===== src/rtl/gate_truth_sequencer.sv =====
`default_nettype none
// ============================================================================
// Module      : gate_truth_sequencer
// Description : Exhaustive truth-table sequencer for one combinational gate.
//               Drives every input vector in ascending order, holds each for
//               a fixed settle time, samples the gate output against a
//               latched expected table and reports a mismatch mask and a
//               pass flag.
// Revision    : 1.0 - initial release
// ============================================================================
module gate_truth_sequencer #(
    parameter int N_IN          = 2,
    parameter int SETTLE_CYCLES = 2
) (
    input  logic                   clk,
    input  logic                   rst_n,
    input  logic                   start,
    input  logic [(2**N_IN)-1:0]   expected,
    output logic [N_IN-1:0]        dut_in,
    input  logic                   dut_out,
    output logic                   busy,
    output logic                   done,
    output logic                   pass,
    output logic [(2**N_IN)-1:0]   fail_mask
);

    localparam int              c_numVec     = 2 ** N_IN;
    localparam logic [N_IN-1:0] c_lastVec    = N_IN'(c_numVec - 1);
    // Counter reload value; a zero settle time bypasses SETTLE entirely
    localparam logic [3:0]      c_settleLoad = (SETTLE_CYCLES > 0) ? 4'(SETTLE_CYCLES - 1) : 4'd0;
    localparam bit              c_noSettle   = (SETTLE_CYCLES == 0);

    typedef enum logic [1:0] {
        IDLE   = 2'd0,
        SETTLE = 2'd1,
        SAMPLE = 2'd2,
        DONE   = 2'd3
    } stateT;

    stateT                 r_state;
    logic [N_IN-1:0]       r_vec;
    logic [3:0]            r_settleCnt;
    logic [c_numVec-1:0]   r_expReg;

    logic                  w_mismatch;
    logic [c_numVec-1:0]   w_nextMask;

    // The vector index is itself the registered drive to the gate inputs
    assign dut_in = r_vec;

    // Mask as it will look once the current vector's result is recorded
    always_comb begin
        w_mismatch        = dut_out ^ r_expReg[r_vec];
        w_nextMask        = fail_mask;
        w_nextMask[r_vec] = w_mismatch;
    end

    // Sequencer: walks all vectors, records mismatches and reports the verdict
    always_ff @(posedge clk or negedge rst_n) begin
        if (!rst_n) begin
            r_state     <= IDLE;
            r_vec       <= '0;
            r_settleCnt <= 4'd0;
            r_expReg    <= '0;
            busy        <= 1'b0;
            done        <= 1'b0;
            pass        <= 1'b0;
            fail_mask   <= '0;
        end else begin
            done <= 1'b0;
            case (r_state)
                IDLE: begin
                    if (start) begin
                        r_expReg    <= expected;
                        fail_mask   <= '0;
                        pass        <= 1'b0;
                        r_vec       <= '0;
                        busy        <= 1'b1;
                        r_settleCnt <= c_settleLoad;
                        r_state     <= c_noSettle ? SAMPLE : SETTLE;
                    end
                end
                SETTLE: begin
                    if (r_settleCnt == 4'd0) begin
                        r_state <= SAMPLE;
                    end else begin
                        r_settleCnt <= r_settleCnt - 4'd1;
                    end
                end
                SAMPLE: begin
                    fail_mask <= w_nextMask;
                    if (r_vec == c_lastVec) begin
                        r_vec   <= '0;
                        busy    <= 1'b0;
                        done    <= 1'b1;
                        pass    <= (w_nextMask == '0);
                        r_state <= DONE;
                    end else begin
                        r_vec       <= r_vec + N_IN'(1);
                        r_settleCnt <= c_settleLoad;
                        r_state     <= c_noSettle ? SAMPLE : SETTLE;
                    end
                end
                DONE: begin
                    r_state <= IDLE;
                end
                default: begin
                    r_state <= IDLE;
                end
            endcase
        end
    end

endmodule
`default_nettype wire


===== config.mk =====
export PLATFORM = sky130hd
export DESIGN_NAME = gate_truth_sequencer
export DESIGN_NICKNAME = d
export VERILOG_FILES = /design/src/rtl/gate_truth_sequencer.sv
export SDC_FILE = /design/constraint.sdc
export NUM_CORES = 1
export LEC_CHECK = 0
export ABC_AREA = 0
export CAP_MARGIN = 10
export CORE_MARGIN = 3
export CORE_UTILIZATION = 40
export DETAILED_ROUTE_END_ITERATION = 10
export PLACE_DENSITY = 0.77
export SLEW_MARGIN = 25
export SYNTH_ARGS = -nofsm -noshare
export SYNTH_HDL_FRONTEND = slang
export SYNTH_SLANG_ARGS = --single-unit

===== constraint.sdc =====
create_clock -name clk -period 1.5 [get_ports clk]
set_input_delay 0.375 -clock clk [delete_from_list [all_inputs] [get_ports clk]]
set_output_delay 0.375 -clock clk [all_outputs]
set_load 0.01 [all_outputs]

After elaboration in Yosys (flattened, before gate mapping)
Index checks and enable logic that the tools add are counted.
{ "totals": {"regBits": 19, "input_bits": 8, "out_inout_bits": 9, "elab_cells": 59} }
{ "classes": {"addsub": 2, "magnitude_cmp": 2, "eq_ne": 9, "mux": 26, "bitwise_logic": 1, "reduce_logical": 11} }
{ "op_table": {"columns": ["op", "n"], "rows": [
  ["4-bit 2-to-1 mux", 4],
  ["4-bit one-hot mux with 3 select lines", 1],
  ["2-bit 2-to-1 mux", 5],
  ["2-bit != test, second input constant", 5],
  ["4-bit zero test", 2],
  ["1-bit 2-to-1 mux", 8],
  ["2-bit one-hot mux with 4 select lines", 1],
  ["4-bit one-hot mux with 2 select lines", 1],
  ["2-bit == test, second input constant", 3],
  ["2-bit AND reduction", 3],
  ["4-bit bitwise mux", 1],
  ["1-bit one-hot mux with 2 select lines", 2],
  ["2-bit one-hot mux with 2 select lines", 1],
  ["4-bit AND reduction", 1],
  ["4-bit by 1-bit subtractor with 4-bit output, second input constant", 1],
  ["2-bit by 3-bit less-than comparator with 1-bit output, second input constant", 1],
  ["3-bit AND reduction", 1],
  ["3-bit nonzero test", 1],
  ["2-bit by 1-bit adder with 2-bit output, second input constant", 1],
  ["1-bit binary-select mux with 2-bit select", 1],
  ["1-bit demux with 2-bit select", 1],
  ["2-bit by 1-bit == test with 1-bit output, second input constant", 1],
  ["2-bit by 1-bit >= comparator with 1-bit output, second input constant", 1],
  ["2-bit zero test", 1],
  ["3 further kinds", 3]
]} }

Longest topological paths before layout
Gate-level depths: netlist (run 1).
{ "logic_depth": {"depth_word": 8, "mapped_depth": 6, "depth_no_buf": 6} }

Least setup slack after synthesis (run 1)
Ideal clock, no wire load.
{ "synth_path": {"kind": "reg-to-reg", "from": "register r_vec[0] (netlist: dut_in[0])", "to": "register fail_mask[0]", "setup_time_ns": 0.074, "arrival_ns": 1.410, "required_time_ns": 1.426, "setup_slack_ns": 0.016, "path_stages_with_launch": 5, "path_buffers": 0, "period_less_slack_ns": 1.484, "path_cell_list": "dfrtp_1 mux4_2 xor2_2 nand2_2 o21ai_2"} }
{ "synth_between": {"elab_chain_len": 6, "elab_cells_between_ends": 10, "cone_classes": "order compare (2); mux (6); bitwise (1); reduce/logical (1)"} }
{ "synth_rtl": {"columns": ["element", "line_no", "text"], "rows": [
  ["start, declared", "41", "logic [N_IN-1:0] r_vec;"],
  ["start signal, assigned", "99", "r_vec <= r_vec + N_IN'(1);"],
  ["2-bit by 3-bit less-than comparator with 1-bit output (implied by the code) / 2-bit by 1-bit >= comparator with 1-bit output (equally long branches)", "55", "w_nextMask[r_vec] = w_mismatch;"],
  ["1-bit logical AND (implied by the code)", "55", null],
  ["1-bit 2-to-1 mux (implied by the code)", "55", null],
  ["1-bit demux with 2-bit select", "55", null],
  ["4-bit bitwise mux *", "55", null],
  ["4-bit one-hot mux with 2 select lines *", "71", "case (r_state)"],
  ["end signal, assigned", "91", "fail_mask <= w_nextMask;"],
  ["end, declared", "24", "output logic [(2**N_IN)-1:0] fail_mask"]
]} }
Every way passes the cells marked *; elsewhere a longest branch is shown, timed or not. The select of a mux whose other input is x is not followed.
A chain may end at the register's enable or synchronous reset.

Worst setup path in the final report (run 1)
Same ends and word-level chain as after synthesis.

==> metrics.log, run 1 <==
INFO  metric pin_count = 17
INFO  metric dp_hpwl = 1380 um
INFO  metric finish.net_count = 134
INFO  metric floorplan.die.height = 55.3 um
INFO  metric cp_data_arrival_time = 1.79 ns
INFO  metric number_of_warnings_printed_during_yosys_synthesis = 0
INFO  metric syn-instance-count = between 90 and 100
INFO  metric vias = ~760
INFO  metric failing_checks = setup timing
INFO  metric count_of_flip_flops_with_a_built_in_enable_after_synthesis = 0
INFO  metric timing.critical_path.cells = buf_6 > mux4_2 > xor2_4 > nand2_4 > o21ai_2
INFO  metric drc = 0
INFO  metric fin_worst_hold_slack = around 0.38 ns
INFO  metric placementRows = 17
INFO  metric post_synth_instance_area = 973 um2
INFO  metric synth-seq-cells = 19
INFO  metric netlist_top_cells_area = sky130_fd_sc_hd__dfrtp_1, sky130_fd_sc_hd__ha_1, sky130_fd_sc_hd__inv_1, sky130_fd_sc_hd__mux2_2, sky130_fd_sc_hd__a21oi_1
INFO  metric cpPeakStageDelay = ~0.55 ns
INFO  metric initial_utilization = approximately 43%
INFO  metric initial_antenna_violation_count = 0
INFO  metric cap_violations = 0
INFO  metric syn-mean-instance-area = 10.6 um2
INFO  metric diodes = 0
INFO  metric critPathKind = register to register
INFO  metric fp.coreArea = between 0.002 and 0.0025 mm2
INFO  metric hold_class = input port to async pin
INFO  metric required = roughly 1.8 ns
INFO  metric setup_slack = -0.0398 ns
INFO  metric drt-wirelength-per-cell = about 13 um
INFO  metric finalCriticalPeriod = ~1.5 ns
INFO  metric area_growth_from_synthesis_to_layout = 33.7%
INFO  metric max-vdd-ir-drop = around 0.00084 V
INFO  metric clk_pin_slew = approximately 0.12 ns
INFO  metric yosys.area.top_type_share = around half
INFO  metric synth.top_cells.by_count = sky130_fd_sc_hd__dfrtp_1, sky130_fd_sc_hd__inv_1, sky130_fd_sc_hd__a21oi_1
INFO  metric drive_above_1_share = 31.9%
INFO  metric crit_buf_inv = 1
INFO  metric place.port_buffers = 16
INFO  metric antenna_left = 0
INFO  metric finalCoreUtilization = between 50% and 60%
INFO  metric setup_viol_count_final = 3
INFO  metric maxClockFrequency = about 0.65 GHz
INFO  metric timing.final.max_slew_violations = 0
INFO  metric floorplan.die_area = around 0.0031 mm2
INFO  metric max-clock-path-buffers = 2
INFO  metric n_fill_cell = about 210
INFO  metric drt_iter0_markers = 11
INFO  metric clock_tree.htree_level_count = 1
INFO  metric detailedRoute.firstPassIterationCount = 4
INFO  metric place_worst_setup_slack = -0.258 ns
INFO  metric synth_cell_types = 26
INFO  metric worstSetupStartpointType = register
INFO  metric worst_setup_path_end_kind = register
INFO  metric gp_congestion = between 0.7 and 0.8
INFO  metric track_usage = approximately 13%
INFO  metric largest_net_degree_at_the_start_of_global_routing = 20
INFO  metric first_global_vias = between 700 and 800
INFO  metric via_per_inst = about 5.1
INFO  metric postCtsHoldBufs = 0
INFO  metric timing.critical_path.max_delay_family = multiplexers
INFO  metric clock-root-buffer = sky130_fd_sc_hd__clkbuf_4
INFO  metric worstSkewPairLatency = between 0.3 and 0.4 ns
INFO  metric worst_slew_pin_slew = 0.335 ns
INFO  metric chip_width = roughly 55 um
INFO  metric crit_fanout = 6
INFO  metric seq_area_frac_synth = around half
INFO  metric final-hold-violation-count = 0
INFO  metric cts-buffers-inserted = 3
INFO  metric cellPowerDensity = about 1600 mW/mm2
INFO  metric synth_nets = between 100 and 150
INFO  metric async_reset_ff_share = 100%
INFO  metric fin_crit_sh = 103%
INFO  metric grt_pass1_wl = about 3000 um
INFO  metric clock_sink_count = 19
INFO  metric gr-total-overflow = 0
INFO  metric critical_path.slowest_cell = sky130_fd_sc_hd__mux4_2
INFO  metric finClkSkew = approximately 0.015 ns
INFO  metric max_slew_margin = between 70 and 80%
INFO  metric wirelength = about 1900 um
INFO  metric synth_area_leader_cell = sky130_fd_sc_hd__dfrtp_1
INFO  metric grt_setup_unrepaired = true
INFO  metric p_leak = between 0.6 and 0.7 nW
INFO  metric tritoncts = built
INFO  metric yosys.cell_count.top_type = sky130_fd_sc_hd__dfrtp_1
INFO  metric result_of_the_run = finished, violations left
INFO  metric most_used_flip_flop_cell_after_synthesis = sky130_fd_sc_hd__dfrtp_1
-- path summary, 6_finish.rpt --
path / start / to / slack (ns) / cells past startpoint
worst max-delay path: dut_in[0] / fail_mask[0] / -0.04 / 5
worst min-delay path: rst_n / fail_mask[0] / 0.38 / 2
min in group clk: r_expReg[2] / r_expReg[2] / 0.52 / 1
worst max register to register: dut_in[0] / fail_mask[0] / -0.04 / 5
max in group asynchronous: rst_n / r_expReg[2] / 0.90 / 2
worst min register to register: r_expReg[2] / r_expReg[2] / 0.52 / 1
-- logic make-up (layout without fill, tap and decap cells) --
family	Yosys count	after routing	share of synthesized area, %
multiplexers	5	5	6.94
AND/OR/NAND/NOR	21	21	11.8
AO/OA/AOI/OAI	24	24	15.6
adder cells (fa/ha/maj)	6	6	7.71
flip-flops	19	19	48.8
XOR/XNOR	3	3	3.47
buffers and inverters	14	41	5.66
-- layout by cell type (no fill, tap or decap), drive strengths merged --
cell type,n
nand2,7
clkdlybuf4s50,7
nor2b,2
nor3,1
a22o,1
o2bb2ai,2
nand3,3
ha,6
nor2,3
nand2b,2
and2b,1
nor3b,1
clkinvlp,1
o21ai,10
a21oi,8
dfrtp,19
mux4,1
mux2,4
dlygate4sd2,9
or3b,1
xor2,3
inv,12
o22ai,1
clkbuf,3
o31ai,1
buf,9
a222oi,1
-- through the flow --
stage	instances	TNS [ns]	cell area, um2	power (mW)
final	147	-0.118	1300	2.08
after global placement	140	-1.22	1200	1.64
after CTS	146	-0.121	1240	1.96
after global routing	147	-0.449	1300	2.25
after detailed placement	140	-1.47	1200	1.67
after floorplan	92	0	973	1.39
-- cell type report --
type / instances / area (um2) / share of cell area (%)
Timing Repair Buffer: 25 / 220 / 16.9
Clock inverter: 1 / 7.51 / 0.577
Clock buffer: 3 / 22.5 / 1.73
Inverter: 12 / 45.0 / 3.46
Tap cell: 28 / 35.0 / 2.69
Multi-Input combinational cell: 59 / 493 / 37.9
Sequential cell: 19 / 478 / 36.7
-- metal layers --
layer | part of all wire, % | vias up | GRT usage [%]
li1 | - | 367 | -
met1 | 44 | 371 | 15.2
met2 | 51 | 13 | 21.6
met3 | 3.0 | 4 | 2.10
met4 | 2.1 | 0 | 6.25
met5 | 0 | - | 0
-- report_power, final --
group	leakage [nW]	internal [mW]	switching (mW)
Combinational	0.357	0.489	0.519
Clock	0.0139	0.102	0.166
Sequential	0.238	0.671	0.137
-- registers in the layout, indices dropped and copies added (netlist names) --
register,count
r_expReg,4
r_state,2
done,1
busy,1
dut_in,2
fail_mask,4
pass,1
r_settleCnt,4
-- timing repair --
item,4_1_cts,5_1_grt
pin swaps,2,5
endpoints found under the setup margin,12,9
buffers inserted,2,1
gates resized for setup,12,14
No activity file was read; power rests on OpenSTA's default activity.
==> run 2, diff against run 1 <==
- PLACE_DENSITY: 0.77 -> 0.76
- SLEW_MARGIN: 25 -> default
==> metrics.log, run 2 (synthesized netlist as in run 1, its figures left out) <==
INFO  metric clock_tree.htree_level_count = 1 (unchanged)
INFO  metric failing_checks = setup timing
INFO  metric clk_pin_slew = 0.11 ns (about the same)
INFO  metric detailedRoute.firstPassIterationCount = 4 (unchanged)
INFO  metric pin_count = 17 (unchanged)
INFO  metric max-vdd-ir-drop = 0.00106 V (+26%)
INFO  metric layout_top_registers = fail_mask x4, r_expReg x4, r_settleCnt x4
INFO  metric required = 1.73 ns (-0.02 ns)
INFO  metric clock_sink_count = 19 (unchanged)
INFO  metric switchingPower = 836 uW (+1.6%)
INFO  metric cap_violations = 0 (unchanged)
INFO  metric layout_commonest_cell = sky130_fd_sc_hd__dfrtp_1
INFO  metric power.sequential.fraction = 38.7% (about the same)
INFO  metric power_frac_clock = 11.8% (-1.0 points)
INFO  metric first_global_vias = 762 (+5.0%)
INFO  metric worstSetupStartpointType = register
INFO  metric max-clock-path-buffers = 2 (unchanged)
INFO  metric largest_net_degree_at_the_start_of_global_routing = 20 (unchanged)
INFO  metric worst_slew_pin_slew = 0.441 ns (+0.106 ns)
INFO  metric netSwitchingFraction = 38.9% (-0.60 points)
INFO  metric initial_utilization = 43.2% (unchanged)
INFO  metric gp_congestion = 0.791 (+3.6%)
INFO  metric timing.final.max_slew_violations = 0 (unchanged)
INFO  metric drive_above_1_share = 37.1% (+5.2 points)
INFO  metric fin_area = 0.00136 mm2 (+4.2%)
INFO  metric setup_slack = -0.0563 ns (-0.0165 ns)
INFO  metric drc = 0 (unchanged)
INFO  metric wirelength = 1880 um (-2.2%)
INFO  metric drt-wirelength-per-cell = 12.3 um (-5.4%)
INFO  metric cpPeakStageDelay = 0.55 ns (about the same)
INFO  metric placementRows = 17 (unchanged)
INFO  metric floorplan.die_area = 0.00306 mm2 (unchanged)
INFO  metric timing.critical_path.cells = buf_6 > mux4_2 > xor2_4 > nand2_4 > o21ai_2
INFO  metric p_comb_share = 49.5% (+1.1 points)
INFO  metric crit_fanout = 5 (-1)
INFO  metric pint = 1.32 mW (+4.2%)
INFO  metric cellPowerDensity = 1590 mW/mm2 (-1.0%)
INFO  metric crit_buf_inv = 1 (unchanged)
INFO  metric clock-root-buffer = sky130_fd_sc_hd__clkbuf_4
INFO  metric tritoncts = built
INFO  metric worst_setup_path_end_kind = register
INFO  metric dp_hpwl = 1360 um (-1.4%)
INFO  metric drt_iter0_markers = 14 (+3)
INFO  metric postCtsHoldBufs = 0 (unchanged)
INFO  metric floorplan.die.height = 55.3 um (unchanged)
INFO  metric via_per_inst = 5.13 (-0.22%)
INFO  metric finalCoreUtilization = 60.2% (+2.4 points)
INFO  metric grt_setup_unrepaired = true
INFO  metric setup_viol_count_final = 4 (+1)
INFO  metric final_cell_count_no_fill = 152 (+3.4%)
INFO  metric chip_width = 55.3 um (unchanged)
INFO  metric gr-total-overflow = 0 (unchanged)
INFO  metric antenna_left = 0 (unchanged)
INFO  metric final-hold-violation-count = 0 (unchanged)
INFO  metric track_usage = 13.0% (+0.41 points)
INFO  metric fin_crit_sh = 104% (+1.1 points)
INFO  metric cts-buffers-inserted = 3 (unchanged)
INFO  metric maxClockFrequency = 0.643 GHz (-1.1%)
INFO  metric fp.coreArea = 0.00225 mm2 (unchanged)
INFO  metric vias = 779 (+3.2%)
INFO  metric max_slew_margin = 70.6% (-7.0 points)
INFO  metric place.detailed.instances = 142 (+1.4%)
INFO  metric area_growth_from_synthesis_to_layout = 39.3%
INFO  metric diodes = 0 (unchanged)
INFO  metric hold_class = input port to async pin
INFO  metric cp_data_arrival_time = 1.78 ns (about the same)
INFO  metric critical_path.slowest_cell = sky130_fd_sc_hd__mux4_2
INFO  metric place_area = 0.00122 mm2 (+1.2%)
INFO  metric result_of_the_run = finished, violations left
INFO  metric p_leak = 0.635 nW (+4.4%)
INFO  metric critPathKind = register to register
INFO  metric n_fill_cell = 197 (-7.5%)
INFO  metric finClkSkew = 0.00742 ns (-0.00738 ns)
INFO  metric grt_pass1_wl = 3280 um (+6.5%)
INFO  metric finish.net_count = 139 (+3.7%)
INFO  metric worstSkewPairLatency = 0.30 ns (about the same)
INFO  metric timing.critical_path.max_delay_family = multiplexers
INFO  metric final_cell_mix = sky130_fd_sc_hd__dfrtp_1, sky130_fd_sc_hd__buf_4, sky130_fd_sc_hd__inv_1
INFO  metric place.port_buffers = 16 (unchanged)
INFO  metric finalCriticalPeriod = 1.56 ns (+0.0165 ns)
INFO  metric initial_antenna_violation_count = 0 (unchanged)
[run 2: layout make-up]
| cell class | instances | area [um2] | area share (%) |
|---|---|---|---|
| Inverter | 12 | 47.5 | 3.51 |
| Clock inverter | 1 | 5.00 | 0.369 |
| Tap cell | 28 | 35.0 | 2.58 |
| Clock buffer | 3 | 22.5 | 1.66 |
| Sequential cell | 19 | 478 | 35.2 |
| Multi-Input combinational cell | 59 | 513 | 37.8 |
| Timing Repair Buffer | 30 | 255 | 18.8 |
[run 2: worst reg2reg max path, stage by stage (launching register included)]
cell	delay (ns)
sky130_fd_sc_hd__dfrtp_2	0.39
sky130_fd_sc_hd__buf_6	0.12
sky130_fd_sc_hd__mux4_2	0.56
sky130_fd_sc_hd__xor2_4	0.22
sky130_fd_sc_hd__nand2_4	0.09
sky130_fd_sc_hd__o21ai_2	0.12
[run 2: layer usage]
layer  wire length (um)  vias to the layer above  share of wire [%]  track usage [%]
met2                991                       24                 53             21.8
met4                 13                        0               0.69             2.43
li1                   -                      377                  -                -
met1                752                      376                 40             16.1
met3                119                        2                6.3             4.91
met5                  0                        -                  0                0
[run 2: power groups by stage]
stage          combinational (mW)  clock, mW  sequential [mW]
6_report                     1.07      0.253            0.833
5_1_grt                      1.21      0.281            0.856
4_1_cts                     0.944      0.265            0.820
3_5_place_dp                0.855          0            0.841
3_3_place_gp                0.816          0            0.833
2_1_floorplan               0.614          0            0.776
[run 2: metrics by stage]
stage                     hold slack, ns  TNS [ns]  setup WS (ns)  power (mW)
after floorplan                   0.0794         0         0.0160        1.39
after global placement             0.487     -1.23         -0.216        1.65
after detailed placement           0.496     -1.38         -0.240        1.70
after CTS                          0.390    -0.287        -0.0841        2.03
after global routing               0.415    -0.654         -0.122        2.35
final                              0.387    -0.149        -0.0563        2.15
[run 2: worst paths after layout]
check / start / end / slack [ns] / cells past startpoint
min in group clk: r_expReg[3] / r_expReg[3] / 0.52 / 1
max: dut_in[0] / fail_mask[2] / -0.06 / 5
max in group asynchronous: rst_n / dut_in[1] / 0.90 / 2
max reg2reg: dut_in[0] / fail_mask[2] / -0.06 / 5
min: rst_n / fail_mask[0] / 0.39 / 2
min reg2reg: r_expReg[3] / r_expReg[3] / 0.52 / 1
[run 2: what timing repair did]
item / in CTS / in global routing
endpoints found under the setup margin: 15 / 12
resized for setup: 19 / 12
setup buffers: 4 / 2
pin swaps: 4 / 5
==> run 3, diff against run 2 <==
- DONT_BUFFER_PORTS: default -> 1
- PLACE_DENSITY: 0.76 -> 0.66
- SLEW_MARGIN: default -> 30
==> metrics.log, run 3 (synthesized netlist as in run 1, its figures left out) <==
INFO  metric chip_width = 55.3 um (unchanged)
INFO  metric initial_utilization = 43.2% (unchanged)
INFO  metric critPathKind = register to register
INFO  metric worstSkewPairLatency = 0.29 ns (about the same)
INFO  metric dp_hpwl = 1400 um (+3.0%)
INFO  metric layout_commonest_cell = sky130_fd_sc_hd__dfrtp_1
INFO  metric grt_pass1_wl = 2930 um (-11%)
INFO  metric hp-start = expected[3]
INFO  metric p_leak = 0.509 nW (-20%)
INFO  metric pin_count = 17 (unchanged)
INFO  metric wirelength = 1820 um (-2.8%)
INFO  metric cp_data_arrival_time = 1.71 ns (-0.07 ns)
INFO  metric crit-reg2reg-launch = dut_in[0]
INFO  metric finish.net_count = 119 (-14%)
INFO  metric worst_slew_pin_slew = 0.796 ns (+0.355 ns)
INFO  metric clock-root-buffer = sky130_fd_sc_hd__clkbuf_4
INFO  metric cellPowerDensity = 1750 mW/mm2 (+10%)
INFO  metric worstSetupStartpointType = register
INFO  metric finalCriticalPeriod = 1.48 ns (-0.0724 ns)
INFO  metric vias = 682 (-12%)
INFO  metric fin_worst_hold_slack = 0.222 ns (-0.165 ns)
INFO  metric drc = 0 (unchanged)
INFO  metric clock_sink_count = 19 (unchanged)
INFO  metric hold_class = input port to register
INFO  metric place.port_buffers = 0 (-16)
INFO  metric fin_crit_sh = 98.9% (-4.8 points)
INFO  metric placementRows = 17 (unchanged)
INFO  metric drive_above_1_share = 30.8% (-6.3 points)
INFO  metric cts-buffers-inserted = 3 (unchanged)
INFO  metric drt-wirelength-per-cell = 13.8 um (+12%)
INFO  metric floorplan.die.height = 55.3 um (unchanged)
INFO  metric final_cell_count_no_fill = 132 (-13%)
INFO  metric regToRegSetupSlack = 0.02 ns (+0.07 ns)
INFO  metric worst_setup_path_end_kind = register
INFO  metric track_usage = 11.9% (-1.1 points)
INFO  metric via_per_inst = 5.17 (+0.81%)
INFO  metric antenna_left = 0 (unchanged)
INFO  metric cpPeakStageDelay = 0.53 ns (-0.02 ns)
INFO  metric final-hold-violation-count = 0 (unchanged)
INFO  metric drt_iter0_markers = 29 (+15)
INFO  metric place_worst_setup_slack = 0.0281 ns (+0.268 ns)
INFO  metric floorplan.die_area = 0.00306 mm2 (unchanged)
INFO  metric max-clock-path-buffers = 2 (unchanged)
INFO  metric max-vdd-ir-drop = 0.000917 V (-14%)
INFO  metric gr-total-overflow = 0 (unchanged)
INFO  metric diodes = 0 (unchanged)
INFO  metric setup_slack = 0.0161 ns (+0.0724 ns)
INFO  metric final_cell_mix = sky130_fd_sc_hd__dfrtp_1, sky130_fd_sc_hd__inv_1, sky130_fd_sc_hd__buf_4, sky130_fd_sc_hd__a21oi_1, sky130_fd_sc_hd__o21ai_0
INFO  metric initial_antenna_violation_count = 0 (unchanged)
INFO  metric place.detailed.instances = 124 (-13%)
INFO  metric crit_fanout = 5 (unchanged)
INFO  metric layout_top_registers = fail_mask x4, r_expReg x4, r_settleCnt x4
INFO  metric timing.final.max_slew_violations = 0 (unchanged)
INFO  metric largest_net_degree_at_the_start_of_global_routing = 20 (unchanged)
INFO  metric setup.worst_path.start = dut_in[0]
INFO  metric r2r_end = fail_mask[0]
INFO  metric tritoncts = built
INFO  metric worstSetupEndpoint = fail_mask[0]
INFO  metric maxClockFrequency = 0.674 GHz (+4.9%)
INFO  metric critical_path.slowest_cell = sky130_fd_sc_hd__mux4_2
INFO  metric area_growth_from_synthesis_to_layout = 14.9%
INFO  metric required = 1.73 ns (about the same)
INFO  metric fin_tns_setup = 0 ns (+0.149 ns)
INFO  metric cap_violations = 0 (unchanged)
INFO  metric fp.coreArea = 0.00225 mm2 (unchanged)
INFO  metric detailedRoute.firstPassIterationCount = 4 (unchanged)
INFO  metric setup_viol_count_final = 0 (-4)
INFO  metric finClkSkew = 0.00121 ns (-0.00621 ns)
INFO  metric r2r_cells = 4 (-1)
INFO  metric clk_pin_slew = 0.10 ns (about the same)
INFO  metric result_of_the_run = complete, no violations
INFO  metric max_slew_margin = 46.7% (-24 points)
INFO  metric clock_tree.htree_level_count = 1 (unchanged)
INFO  metric timing.critical_path.cells = mux4_2 > xor2_2 > nand2_2 > o21ai_2
INFO  metric grt_setup_unrepaired = true
INFO  metric first_global_vias = 686 (-10%)
INFO  metric gp_congestion = 0.779 (-1.5%)
-- run 3: cell types whose count changed in the layout (fill, tap and decap cells not counted), moves of 2 or more --
cell and change:
sky130_fd_sc_hd__dlygate4sd2_1 -7, sky130_fd_sc_hd__clkdlybuf4s50_1 -7, sky130_fd_sc_hd__ha_1 +2, sky130_fd_sc_hd__buf_4 -6
-- run 3: stage by stage --
stage,utilization (%),power [mW],area (um2)
2_1_floorplan,-,1.39,973
3_3_place_gp,46.3,1.56,1040
3_5_place_dp,46.3,1.60,1040
4_1_cts,47.9,1.87,1080
5_1_grt,49.6,2.12,1120
6_report,49.6,1.96,1120
-- run 3: final cells by class --
type                       instances  area [um2]
clock buffer                       4        26.3
multi-input combinational         59         458
inverter                          12        45.0
fill                             224        1140
tap                               28        35.0
timing repair buffer              10        77.6
sequential                        19         477
-- run 3: routing by layer --
metal | GRT usage (%) | wire length, um | up-vias
met3 | 3.74 | 113 | 2
met1 | 14.3 | 805 | 325
met5 | 0 | 0 | -
met2 | 19.6 | 885 | 19
met4 | 5.21 | 20 | 0
li1 | - | - | 336
-- run 3: worst min path at each step --
stage | cells past startpoint | endpoint | slack (ns)
6_report | 1 | r_expReg[3] | 0.22
5_1_grt | 1 | r_expReg[2] | 0.20
4_1_cts | 1 | r_expReg[0] | 0.22
3_5_place_dp | 0 | r_expReg[0] | 0.08
3_3_place_gp | 0 | r_settleCnt[1] | 0.08
2_1_floorplan | 0 | busy | 0.08
-- run 3: critical path: cells and delay by family, from the launching register on --
family                    cells  cell delay (ns)
DFF                           1             0.43
and+or+nand+nor               1             0.12
xor gates and xnor gates      1             0.22
AOI/OAI and AO/OA             1             0.12
muxes                         1             0.53
-- run 3: power breakdown --
group | internal (mW) | switching [mW]
registers | 0.671 | 0.162
clock network | 0.104 | 0.149
logic | 0.421 | 0.450
-- run 3: repair_timing --
| action | CTS | global route |
|---|---|---|
| resized for setup | 0 | 8 |
| hold buffers | 1 | 0 |
| endpoints found under the hold margin | 19 | 0 |
| setup buffers | 0 | 3 |
| setup endpoints to repair | 0 | 8 |
